## config.mk

```make
export PLATFORM = sky130hd
export DESIGN_NAME = led_pattern_sequencer_flat
export DESIGN_NICKNAME = d
export VERILOG_FILES = /design/src/rtl/led_seq_pkg.sv /design/src/rtl/led_pattern_sequencer_if.sv /design/src/rtl/tick_divider.sv /design/src/rtl/led_pattern_sequencer.sv /design/src/flat_wrapper.sv
export SDC_FILE = /design/constraint.sdc
export NUM_CORES = 1
export LEC_CHECK = 0
export ABC_AREA = 1
export CORE_UTILIZATION = 40
export CTS_CLUSTER_DIAMETER = 30
export DETAILED_ROUTE_END_ITERATION = 12
export HOLD_SLACK_MARGIN = 0.03
export PLACE_DENSITY = 0.55
export SETUP_SLACK_MARGIN = 0.4
export SLEW_MARGIN = 20
export SYNTH_ARGS = -nofsm -noshare
export SYNTH_HDL_FRONTEND = slang
export SYNTH_HIERARCHICAL = 1
export SYNTH_SLANG_ARGS = --single-unit
```

## constraint.sdc

```tcl
create_clock -name clk -period 2.16 [get_ports clk]
set_input_delay 0.432 -clock clk [delete_from_list [all_inputs] [get_ports clk]]
set_output_delay 0.432 -clock clk [all_outputs]
set_load 0.05 [all_outputs]
```

## src/rtl/led_seq_pkg.sv

```systemverilog
// Shared definitions for the LED pattern sequencer.
//   state_t   : FSM state encoding (IDLE, RUN, DONE)
//   mode_t    : pattern select codes
//   STEP_W    : width of the step index (14 steps max)
//   step_count: number of steps in each pattern
//   pattern   : LED value for a (mode, step) pair
package led_seq_pkg;

  typedef enum logic [1:0] {
    IDLE = 2'd0,
    RUN  = 2'd1,
    DONE = 2'd2
  } state_t;

  typedef enum logic [1:0] {
    MODE_WALK_L = 2'd0,
    MODE_WALK_R = 2'd1,
    MODE_BOUNCE = 2'd2,
    MODE_BLINK  = 2'd3
  } mode_t;

  localparam int STEP_W = 4;

  function automatic logic [STEP_W-1:0] step_count(input mode_t m);
    logic [STEP_W-1:0] n;
    case (m)
      MODE_BOUNCE: n = 4'd14;
      default:     n = 4'd8;
    endcase
    return n;
  endfunction

  function automatic logic [7:0] pattern(input mode_t m, input logic [STEP_W-1:0] s);
    logic [7:0] lo;
    logic [7:0] hi;
    logic [7:0] p;
    lo = 8'h01;
    hi = 8'h80;
    case (m)
      MODE_WALK_L: p = lo << s[2:0];
      MODE_WALK_R: p = hi >> s[2:0];
      // Climb for steps 0..7, then descend: step 8 -> bit 6 ... step 13 -> bit 1.
      MODE_BOUNCE: p = (s < 4'd8) ? (lo << s[2:0]) : (lo << (4'd14 - s));
      default:     p = s[0] ? 8'h00 : 8'hFF;
    endcase
    return p;
  endfunction

endpackage

```

## src/rtl/led_pattern_sequencer_if.sv

```systemverilog
// Control/LED bundle of the LED pattern sequencer.
//   start, stop, mode_sel : requests from buttons/switches (master drives)
//   busy, done, pout      : status and LED drive (slave drives)
//   state                 : FSM state, exported for observation
// start and stop are level requests with no ready/ack: start is taken on any
// IDLE cycle where start=1 and stop=0; stop is honoured on every cycle. There
// is no back-pressure; acceptance is visible as busy rising one cycle later.
interface led_pattern_sequencer_if;
  import led_seq_pkg::*;

  logic       start;
  logic       stop;
  logic [1:0] mode_sel;
  logic       busy;
  logic       done;
  logic [7:0] pout;
  state_t     state;

  modport master (output start, stop, mode_sel, input busy, done, pout, state);
  modport slave  (input start, stop, mode_sel, output busy, done, pout, state);
endinterface

```

## src/rtl/tick_divider.sv

```systemverilog
// Step-rate prescaler. Counts 0..TICK_DIV-1 while en is high and pulses tick
// on the terminal count, so each step lasts exactly TICK_DIV cycles.
//   clk, rst (async, active-low), en (count), clr (sync clear, wins over en)
//   tick : high while the counter sits at TICK_DIV-1 and en is high
module tick_divider #(
  parameter int TICK_DIV = 50_000_000,
  parameter int CNT_W    = 26
) (
  input  logic clk,
  input  logic rst,
  input  logic en,
  input  logic clr,
  output logic tick
);

  localparam logic [CNT_W-1:0] LAST = CNT_W'(TICK_DIV - 1);

  logic [CNT_W-1:0] cnt;

  always_ff @(posedge clk or negedge rst) begin
    if (!rst) begin
      cnt <= '0;
    end else if (clr) begin
      cnt <= '0;
    end else if (en) begin
      cnt <= (cnt == LAST) ? '0 : cnt + 1'b1;
    end
  end

  assign tick = en && (cnt == LAST);

endmodule

```

## src/rtl/led_pattern_sequencer.sv

```systemverilog
// LED pattern sequencer: on start, steps the 8-bit LED bank through one of
// four patterns at a rate of one step per TICK_DIV clocks, then pulses done.
//   clk : system clock, rising edge
//   rst : asynchronous, active-low reset
//   io  : slave side of led_pattern_sequencer_if (start/stop/mode_sel in,
//         busy/done/pout/state out); all outputs are registered.
// Build option LED_SEQ_LOOP_EN: the pattern repeats forever instead of ending,
// pulsing done on every wrap; only stop or reset ends the run.
module led_pattern_sequencer
  import led_seq_pkg::*;
#(
  parameter int TICK_DIV = 50_000_000,
  parameter int CNT_W    = 26
) (
  input logic                     clk,
  input logic                     rst,
  led_pattern_sequencer_if.slave  io
);

  state_t            state;
  mode_t             mode_q;
  logic [STEP_W-1:0] step;
  logic [7:0]        pout_q;
  logic              busy_q;
  logic              done_q;
  logic              tick;
  logic              last_step;

  // Prescaler is held at zero outside RUN so every run starts on a fresh step.
  tick_divider #(
    .TICK_DIV (TICK_DIV),
    .CNT_W    (CNT_W)
  ) u_tick (
    .clk  (clk),
    .rst  (rst),
    .en   (state == RUN),
    .clr  (state != RUN),
    .tick (tick)
  );

  assign last_step = (step == step_count(mode_q) - 4'd1);

  always_ff @(posedge clk or negedge rst) begin
    if (!rst) begin
      state  <= IDLE;
      mode_q <= MODE_WALK_L;
      step   <= '0;
      pout_q <= 8'h00;
      busy_q <= 1'b0;
      done_q <= 1'b0;
    end else begin
      done_q <= 1'b0;
      case (state)
        IDLE: begin
          if (io.start && !io.stop) begin
            state  <= RUN;
            mode_q <= mode_t'(io.mode_sel);
            step   <= '0;
            pout_q <= pattern(mode_t'(io.mode_sel), '0);
            busy_q <= 1'b1;
          end
        end
        RUN: begin
          if (io.stop) begin
            state  <= IDLE;
            step   <= '0;
            pout_q <= 8'h00;
            busy_q <= 1'b0;
          end else if (tick) begin
            if (last_step) begin
`ifdef LED_SEQ_LOOP_EN
              step   <= '0;
              pout_q <= pattern(mode_q, '0);
              done_q <= 1'b1;
`else
              state  <= DONE;
              step   <= '0;
              pout_q <= 8'h00;
              busy_q <= 1'b0;
              done_q <= 1'b1;
`endif
            end else begin
              step   <= step + 4'd1;
              pout_q <= pattern(mode_q, step + 4'd1);
            end
          end
        end
        // Single-cycle state; the done pulse was already registered on entry.
        DONE: begin
          state <= IDLE;
        end
        default: begin
          state <= IDLE;
        end
      endcase
    end
  end

  assign io.state = state;
  assign io.busy  = busy_q;
  assign io.done  = done_q;
  assign io.pout  = pout_q;

endmodule

```

## src/flat_wrapper.sv

```systemverilog
// flat-port wrapper written by rule: the top's interface ports become plain ports
module led_pattern_sequencer_flat import led_seq_pkg::*;
#(
  parameter int TICK_DIV = 50_000_000,
  parameter int CNT_W    = 26
)
  (clk, rst, io_start, io_stop, io_mode_sel, io_busy, io_done, io_pout, io_state);
  led_pattern_sequencer_if io_i ();
  input logic clk;
  input logic rst;
  input wire logic [$bits(io_i.start)-1:0] io_start;
  input wire logic [$bits(io_i.stop)-1:0] io_stop;
  input wire logic [$bits(io_i.mode_sel)-1:0] io_mode_sel;
  output wire logic [$bits(io_i.busy)-1:0] io_busy;
  output wire logic [$bits(io_i.done)-1:0] io_done;
  output wire logic [$bits(io_i.pout)-1:0] io_pout;
  output wire logic [$bits(io_i.state)-1:0] io_state;
  assign io_i.start = io_start;
  assign io_i.stop = io_stop;
  assign io_i.mode_sel = io_mode_sel;
  assign io_busy = io_i.busy;
  assign io_done = io_i.done;
  assign io_pout = io_i.pout;
  assign io_state = io_i.state;
  led_pattern_sequencer #(.TICK_DIV(TICK_DIV), .CNT_W(CNT_W)) u_core (.clk(clk), .rst(rst), .io(io_i));
endmodule
```

---- After elaboration in Yosys (flattened, before gate mapping) ----
Cells that the tools add are included.
word-level totals
  output and inout bits ................... 12
  bits in registers ....................... 44
  latch bits .............................. 0
  ROM bits ................................ 0
  memories kept ........................... 0
  word-level logic and storage cells ...... 71
  RAM bits ................................ 0
operators by class
  $lt $le $gt $ge ......................... 1
  reduce and logical (&&, ||, !) cells .... 13
  bitwise gates (word level) .............. 0
  add/subtract/negate cells ............... 4
  div/mod/pow operators ................... 0
  $mul .................................... 0
  eq/ne operators ......................... 11
  shift-type cells ........................ 3
  multiplexer cells ....................... 32
operators by type and width
  cell                   count
  $mux 26                3
  $mux 8                 6
  $pmux 8 s2             2
  $add 26x1->26 const B  1
  $eq 26x26->1 const B   1
  $pmux 8 s3             1
  $mux 4                 4
  $mux 1                 8
  $mux 2                 4
  $pmux 4 s2             1
  $shl 1x3->8 const A    1
  $shl 1x4->8 const A    1
  $shr 8x3->8 const A    1
  $eq 2x1->1 const B     3
  $logic_not 2->1        3
  $ne 3x2->1 const B     2
  $reduce_and 3->1       2
  $add 4x1->4 const B    1
  $eq 2x2->1 const B     2
  $eq 4x4->1             1
  $lt 4x4->1 const B     1
  $ne 2x1->1 const B     2
  $pmux 2 s2             1
  $reduce_and 4->1       1
  other kinds (9)        11

---- Depth between registers and ports, before layout ----
  depth in word-level cells ............... 9
  gate-level depth with buffers ........... 14
  depth with buffers taken out ............ 13

---- Cells and area by module ----
The synthesis kept the hierarchy.
by module, submodules not included
  module                 times used  area an instance (um2)  cells each  seq. area each (um2)
  tick_divider           1           1,687.9                 246         650.6
  led_pattern_sequencer  1           1,500.2                 218         450.4

---- Least setup slack after synthesis ----
Ideal clock, no wire load.
  path kind ............................... reg-to-reg
  start point ............................. register u_core.state[0] (netlist: u_core/io.state[0])
  end point ............................... register u_core.u_tick.cnt[3]
  buffers on the path ..................... 1
  arrival ................................. 1,881 ps
  library setup time ...................... 120 ps
  setup slack ............................. 158 ps
  stages on the path, launching flop included .. 10
  period minus slack after synthesis ...... 2,002 ps
  cells stage by stage .................... dfrtp_1 inv_1 nor2_4 inv_1 nor2_1 inv_1 buf_2 nand2_1 xor2_1 nor2_2
on the way
  cells in the longest elaborated chain, start to end .. 2
ends and longest elaborated chain
  what                                                 line                                                      RTL
  start, declared                                      led_pattern_sequencer.sv:20                               state_t state;
  start signal, assigned                               led_pattern_sequencer.sv:45                               state <= IDLE;
  start signal, assigned                               led_pattern_sequencer.sv:56                               state <= RUN;
  start signal, assigned                               led_pattern_sequencer.sv:65                               state <= IDLE;
  $ne 2x1->1 / $eq 2x1->1 (equally long branches)      led_pattern_sequencer.sv:37, led_pattern_sequencer.sv:36
  $mux 26 / $reduce_bool 2->1 (equally long branches)  n/a
  end signal, assigned                                 tick_divider.sv:26                                        cnt <= (cnt == LAST) ? '0 : cnt + 1'b1;
  end, declared                                        tick_divider.sv:18                                        logic [CNT_W-1:0] cnt;
Parallel ways exist; a longest one is shown, timed or not.
A chain may end at the register's enable or synchronous reset.

---- Worst setup path after layout ----
  start point ............................. register u_core.u_tick.cnt[0]
  end point ............................... register u_core.pout_q[2] (netlist: u_core/io.pout[2])
on the way
  cells in the longest elaborated chain, start to end .. 4
ends and longest elaborated chain
  what                        line                         RTL
  $eq 26x26->1                tick_divider.sv:30           assign tick = en && (cnt == LAST);
  $logic_and 1x1->1           tick_divider.sv:30
  via u_core.tick             led_pattern_sequencer.sv:26  logic tick;
  $ne 3x2->1 (no line)        n/a
  $reduce_and 3->1 (no line)  n/a
  end signal, assigned        led_pattern_sequencer.sv:59  pout_q <= pattern(mode_t'(io.mode_sel), '0);
  end signal, assigned        led_pattern_sequencer.sv:84  pout_q <= pattern(mode_q, step + 4'd1);
  end, declared               led_pattern_sequencer.sv:23  logic [7:0] pout_q;
The timed path passes the listed nets, and every way through them passes these cells.

==> key figures <==
Power and ir drop
  • Psw: 1.177 mW
  • Clock share of power: 18.8%
  • Leak pwr: 1.701 nW
  • Switching fraction of total power: between 40 and 50%
  • Power density over the cells: between 600 and 700 mW/mm^2
  • Combinational fraction of design power: 42.5%
  • Cell-internal power: 1.501 mW
  • Sequential group share of total power: around two fifths
  • Peak supply drop: 0.5016 mV

Placement
  • Placed Area: roughly 0.0035 mm^2
  • Quantity of I/O buffers inserted on ports: 17
  • Routability-driven placement congestion ratio: around 0.84
  • Estimated wirelength of the detail-placed design: 5772 um

Synth
  • Multiplexer area fraction after synthesis: 0%
  • Cell area after synthesis: 0.003188 mm^2
  • Mapped Cells: 464
  • Area fraction in and, or, nand and nor cells after synthesis: 42.19%
  • Syn nets: 477
  • Number of warning messages in the yosys log: 6
  • #FFs+latches synth: between 40 and 50
  • Fraction of the yosys area taken by sequential cells: about a third
  • Arithmetic-cell share of the synthesized area counting full adders, half adders and majority gates: 2.747%
  • Post-Synth XOR/XNOR Area: 1.923%
  • Avg Inst Size Synth: 6.871 um^2
  • Dominant combinational cell family by area after synthesis: simple AND/OR/NAND/NOR gates
  • Unique cell type count in the Yosys netlist: 36
  • Synthesized-area fraction occupied by ao, oa, aoi and oai cells: a little under a tenth

Floorplanning
  • Area of the die: around 0.0083 mm^2
  • Core footprint: 0.007727 mm^2
  • Y dimension of the die: between 90 and 100 um
  • I/O pin count: 18
  • Starting density of the core: roughly two fifths
  • Die Width: around 90 um
  • Number of rows created at floorplan: 32

Clock tree
  • Clock sink total: 44
  • Number of buffers added by the clock tree synthesis step: 5
  • Maximum buffer depth of the clock tree: 2
  • Number of H-tree branching levels: 2
  • Clock root buffer: sky130_fd_sc_hd__clkbuf_8
  • TritonCTS clock tree: done
  • Clock Latency Late Sink: 0.29 ns
  • Clock slew seen by the registers of the worst setup and hold paths: roughly 0.080 ns

Global routing
  • Global-route track usage on met1: 29.88%
  • Pin count of the biggest net entering global routing: 34
  • GR Layer Usage met2: ~31%
  • Wire length of the first global-routing pass: approximately 13,000 um
  • Vias in the first global route: 2,831
  • Routing usage on met3: 2.764%
  • GRT Total Usage: 20.14%
  • Antenna violations before repair: 0
  • Remaining global-route overflow: 0
  • Grt peak-use layer: met2

Timing
  • Setup-violating endpoint count in the final report: 0
  • Worst rel slew slack: between 50% and 60%
  • Final critical delay including setup and external delays: around 1.8 ns
  • Peak Freq: 568.3 MHz
  • Final number of max-transition violations: 0
  • Final hold violations: 0
  • Worst Skew: ~0.0042 ns
  • Portion of the clock cycle consumed by the worst path in the final layout: 81.46%
  • Actual slew at the worst max-slew pin: 0.7465 ns
  • Final-layout setup total negative slack: 0 ns
  • Worst hold-check slack: between 0.15 and 0.2 ns
  • Setup repair after global routing missed its margin: true

Routing
  • Final antenna-violating net count: 0
  • DRT Pass-1 Iters: 5
  • Routed wirelength normalized by instance count: 12.90 um
  • DR DRC count: 0
  • Routed via count divided by cell count: between 4 and 5
  • Routed wire length: 7945 um
  • First DRT Iteration DRCs: 169
  • Vias post-DR: 3,002

Layout
  • Antenna diode count: 0
  • Final core utilization: 50.13%
  • Most common cell after layout, fill and taps aside: sky130_fd_sc_hd__nand2_1
  • Post-Layout Inst Area: 0.003874 mm^2
  • Number of nets in the finished design: 526
  • Ratio of cells with drive above 1 in the final layout: about a quarter
  • Most used cells in the layout excluding fill and tap cells: 131 x sky130_fd_sc_hd__nand2_1, 72 x sky130_fd_sc_hd__nor2_1, 45 x sky130_fd_sc_hd__inv_1
  • Synthesis-to-finish area growth: 21.51%

Critical path
  • Sort of element at the start of the critical path: register
  • CP Max Fanout: 6
  • WP data required: 2.33 ns
  • Critical Path Most Common Cell: sky130_fd_sc_hd__nand2_2
  • Buffer and inverter count on the worst path: 1
  • Slowest Stage Delay on Critical Path: 0.36 ns
  • Nature of the critical path endpoint: register
  • Worst-path cell chain: ha_2 > nand2_2 > nor2_4 > nand2_2 > nor2_2 > nand2_2 > nor2_4 > nor2_2 > inv_2 > o21ai_4 > a21oi_4 > a21oi_1
  • CP Class: register to register
  • CP max-delay cell: sky130_fd_sc_hd__dfrtp_1
  • Crit path arrival time: 1.93 ns
  • Family of cells with the greatest summed delay on the critical path: simple AND/OR/NAND/NOR gates

Worst hold path
  • Path type of the worst min-delay path: primary input to asynchronous set/reset pin

Run
  • Total of max-cap violations: 0

Outcome
  • Status: finished, final reports clean
-- layer usage --
metal / wire (um) / vias to the layer above
met5: 0 / -
met4: 61 / 0
met3: 310 / 4
met2: 3482 / 80
met1: 4090 / 1376
li1: - / 1542
-- Yosys cell counts --
cell	count	area, um^2
sky130_fd_sc_hd__buf_8	1	15.01
sky130_fd_sc_hd__o21ai_1	4	20.02
sky130_fd_sc_hd__nor2_4	5	56.30
sky130_fd_sc_hd__nand4_1	10	62.56
sky130_fd_sc_hd__buf_6	2	22.52
sky130_fd_sc_hd__nor2_8	1	20.02
sky130_fd_sc_hd__nor3_2	1	10.01
sky130_fd_sc_hd__a21oi_2	4	35.03
sky130_fd_sc_hd__clkinv_4	1	8.760
sky130_fd_sc_hd__clkbuf_1	1	3.750
sky130_fd_sc_hd__xor2_1	7	61.31
sky130_fd_sc_hd__nor2_1	82	307.8
sky130_fd_sc_hd__a21oi_1	11	55.05
sky130_fd_sc_hd__nand3_1	29	145.1
sky130_fd_sc_hd__a2bb2oi_1	1	8.760
sky130_fd_sc_hd__nor2b_1	1	6.260
sky130_fd_sc_hd__nand2_2	9	56.30
sky130_fd_sc_hd__dfrtp_1	44	1101
sky130_fd_sc_hd__o21ai_2	3	26.28
sky130_fd_sc_hd__o21ai_0	12	60.06
sky130_fd_sc_hd__nand3_2	1	10.01
sky130_fd_sc_hd__o211ai_1	3	22.52
sky130_fd_sc_hd__inv_1	51	191.4
sky130_fd_sc_hd__ha_1	7	87.58
sky130_fd_sc_hd__nand2_1	134	503.0
sky130_fd_sc_hd__nor2_2	18	112.6
sky130_fd_sc_hd__o211ai_4	1	21.27
sky130_fd_sc_hd__nor3_1	2	10.01
sky130_fd_sc_hd__clkinv_2	1	5.000
sky130_fd_sc_hd__inv_2	6	22.52
sky130_fd_sc_hd__a21oi_4	1	16.27
sky130_fd_sc_hd__buf_2	3	15.01
sky130_fd_sc_hd__buf_12	1	20.02
sky130_fd_sc_hd__o21ai_4	1	16.27
sky130_fd_sc_hd__a21o_1	1	7.510
sky130_fd_sc_hd__nand2_4	4	45.04
-- cell families after synthesis --
family	count (synthesis)
buffers and inverters	67
AND/OR/NAND/NOR	297
XOR/XNOR	7
flip-flops	44
adder cells (fa/ha/maj)	7
AO/OA/AOI/OAI	42
-- state kept, by name, indices dropped and copies added, names as in the netlist --
signal             flops
u_core/mode_q          2
u_core/io.pout         8
u_core/io.done         1
u_core/u_tick/cnt     26
u_core/io.state        2
u_core/io.busy         1
u_core/step            4
-- what timing repair did --
action / in CTS / in global routing
setup buffers: 9 / 14
pin swaps: 8 / 13
hold buffers: 0 / 0
gates cloned: 0 / 1
endpoints found under the setup margin: 24 / 31
gates resized for setup: 23 / 30
-- metrics by stage --
step / total power, mW / instances / setup WS [ns]
final: 2.677 / 616 / 0.4005
after global routing: 2.860 / 616 / 0.2749
after CTS: 2.651 / 601 / 0.3941
after detailed placement: 2.149 / 584 / 0.1782
after global placement: 2.143 / 584 / 0.2420
after floorplan: 1.852 / 464 / 0.4132
-- power by group through the flow --
stage	logic, mW	registers [mW]	clock network, mW
floorplan	0.546	1.31	0
global placement	1.08	1.06	0
detailed placement	1.09	1.06	0
CTS	1.09	1.03	0.527
global route	1.25	1.05	0.557
finish	1.14	1.04	0.503
-- area by class of cell --
| type | instances | area (um^2) |
|---|---|---|
| Fill cell | 765 | 3854 |
| Multi-Input combinational cell | 353 | 1896 |
| Sequential cell | 44 | 1106 |
| Timing Repair Buffer | 49 | 406.6 |
| Inverter | 59 | 240.2 |
| Tap cell | 102 | 127.6 |
| Clock buffer | 7 | 76.32 |
| Timing Repair inverter | 1 | 16.27 |
| Clock inverter | 1 | 5.005 |
-- path summary, 6_finish.rpt --
kind                                                  start                           endpoint  slack [ns]  depth (start not counted)
min in group clk              u_core/io.pout[0]$_DFFE_PN0P_      u_core/io.pout[0]$_DFFE_PN0P_        0.50                          2
max                        u_core/u_tick/cnt[0]$_DFFE_PN0P_      u_core/io.pout[2]$_DFFE_PN0P_        0.40                         12
min reg2reg                   u_core/io.pout[0]$_DFFE_PN0P_      u_core/io.pout[0]$_DFFE_PN0P_        0.50                          2
max in group asynchronous                               rst  u_core/u_tick/cnt[13]$_DFFE_PN0P_        1.35                          2
max reg2reg                u_core/u_tick/cnt[0]$_DFFE_PN0P_      u_core/io.pout[2]$_DFFE_PN0P_        0.40                         12
min                                                     rst      u_core/io.pout[5]$_DFFE_PN0P_        0.20                          1
Note: power is estimated with default switching activity, not from simulation.
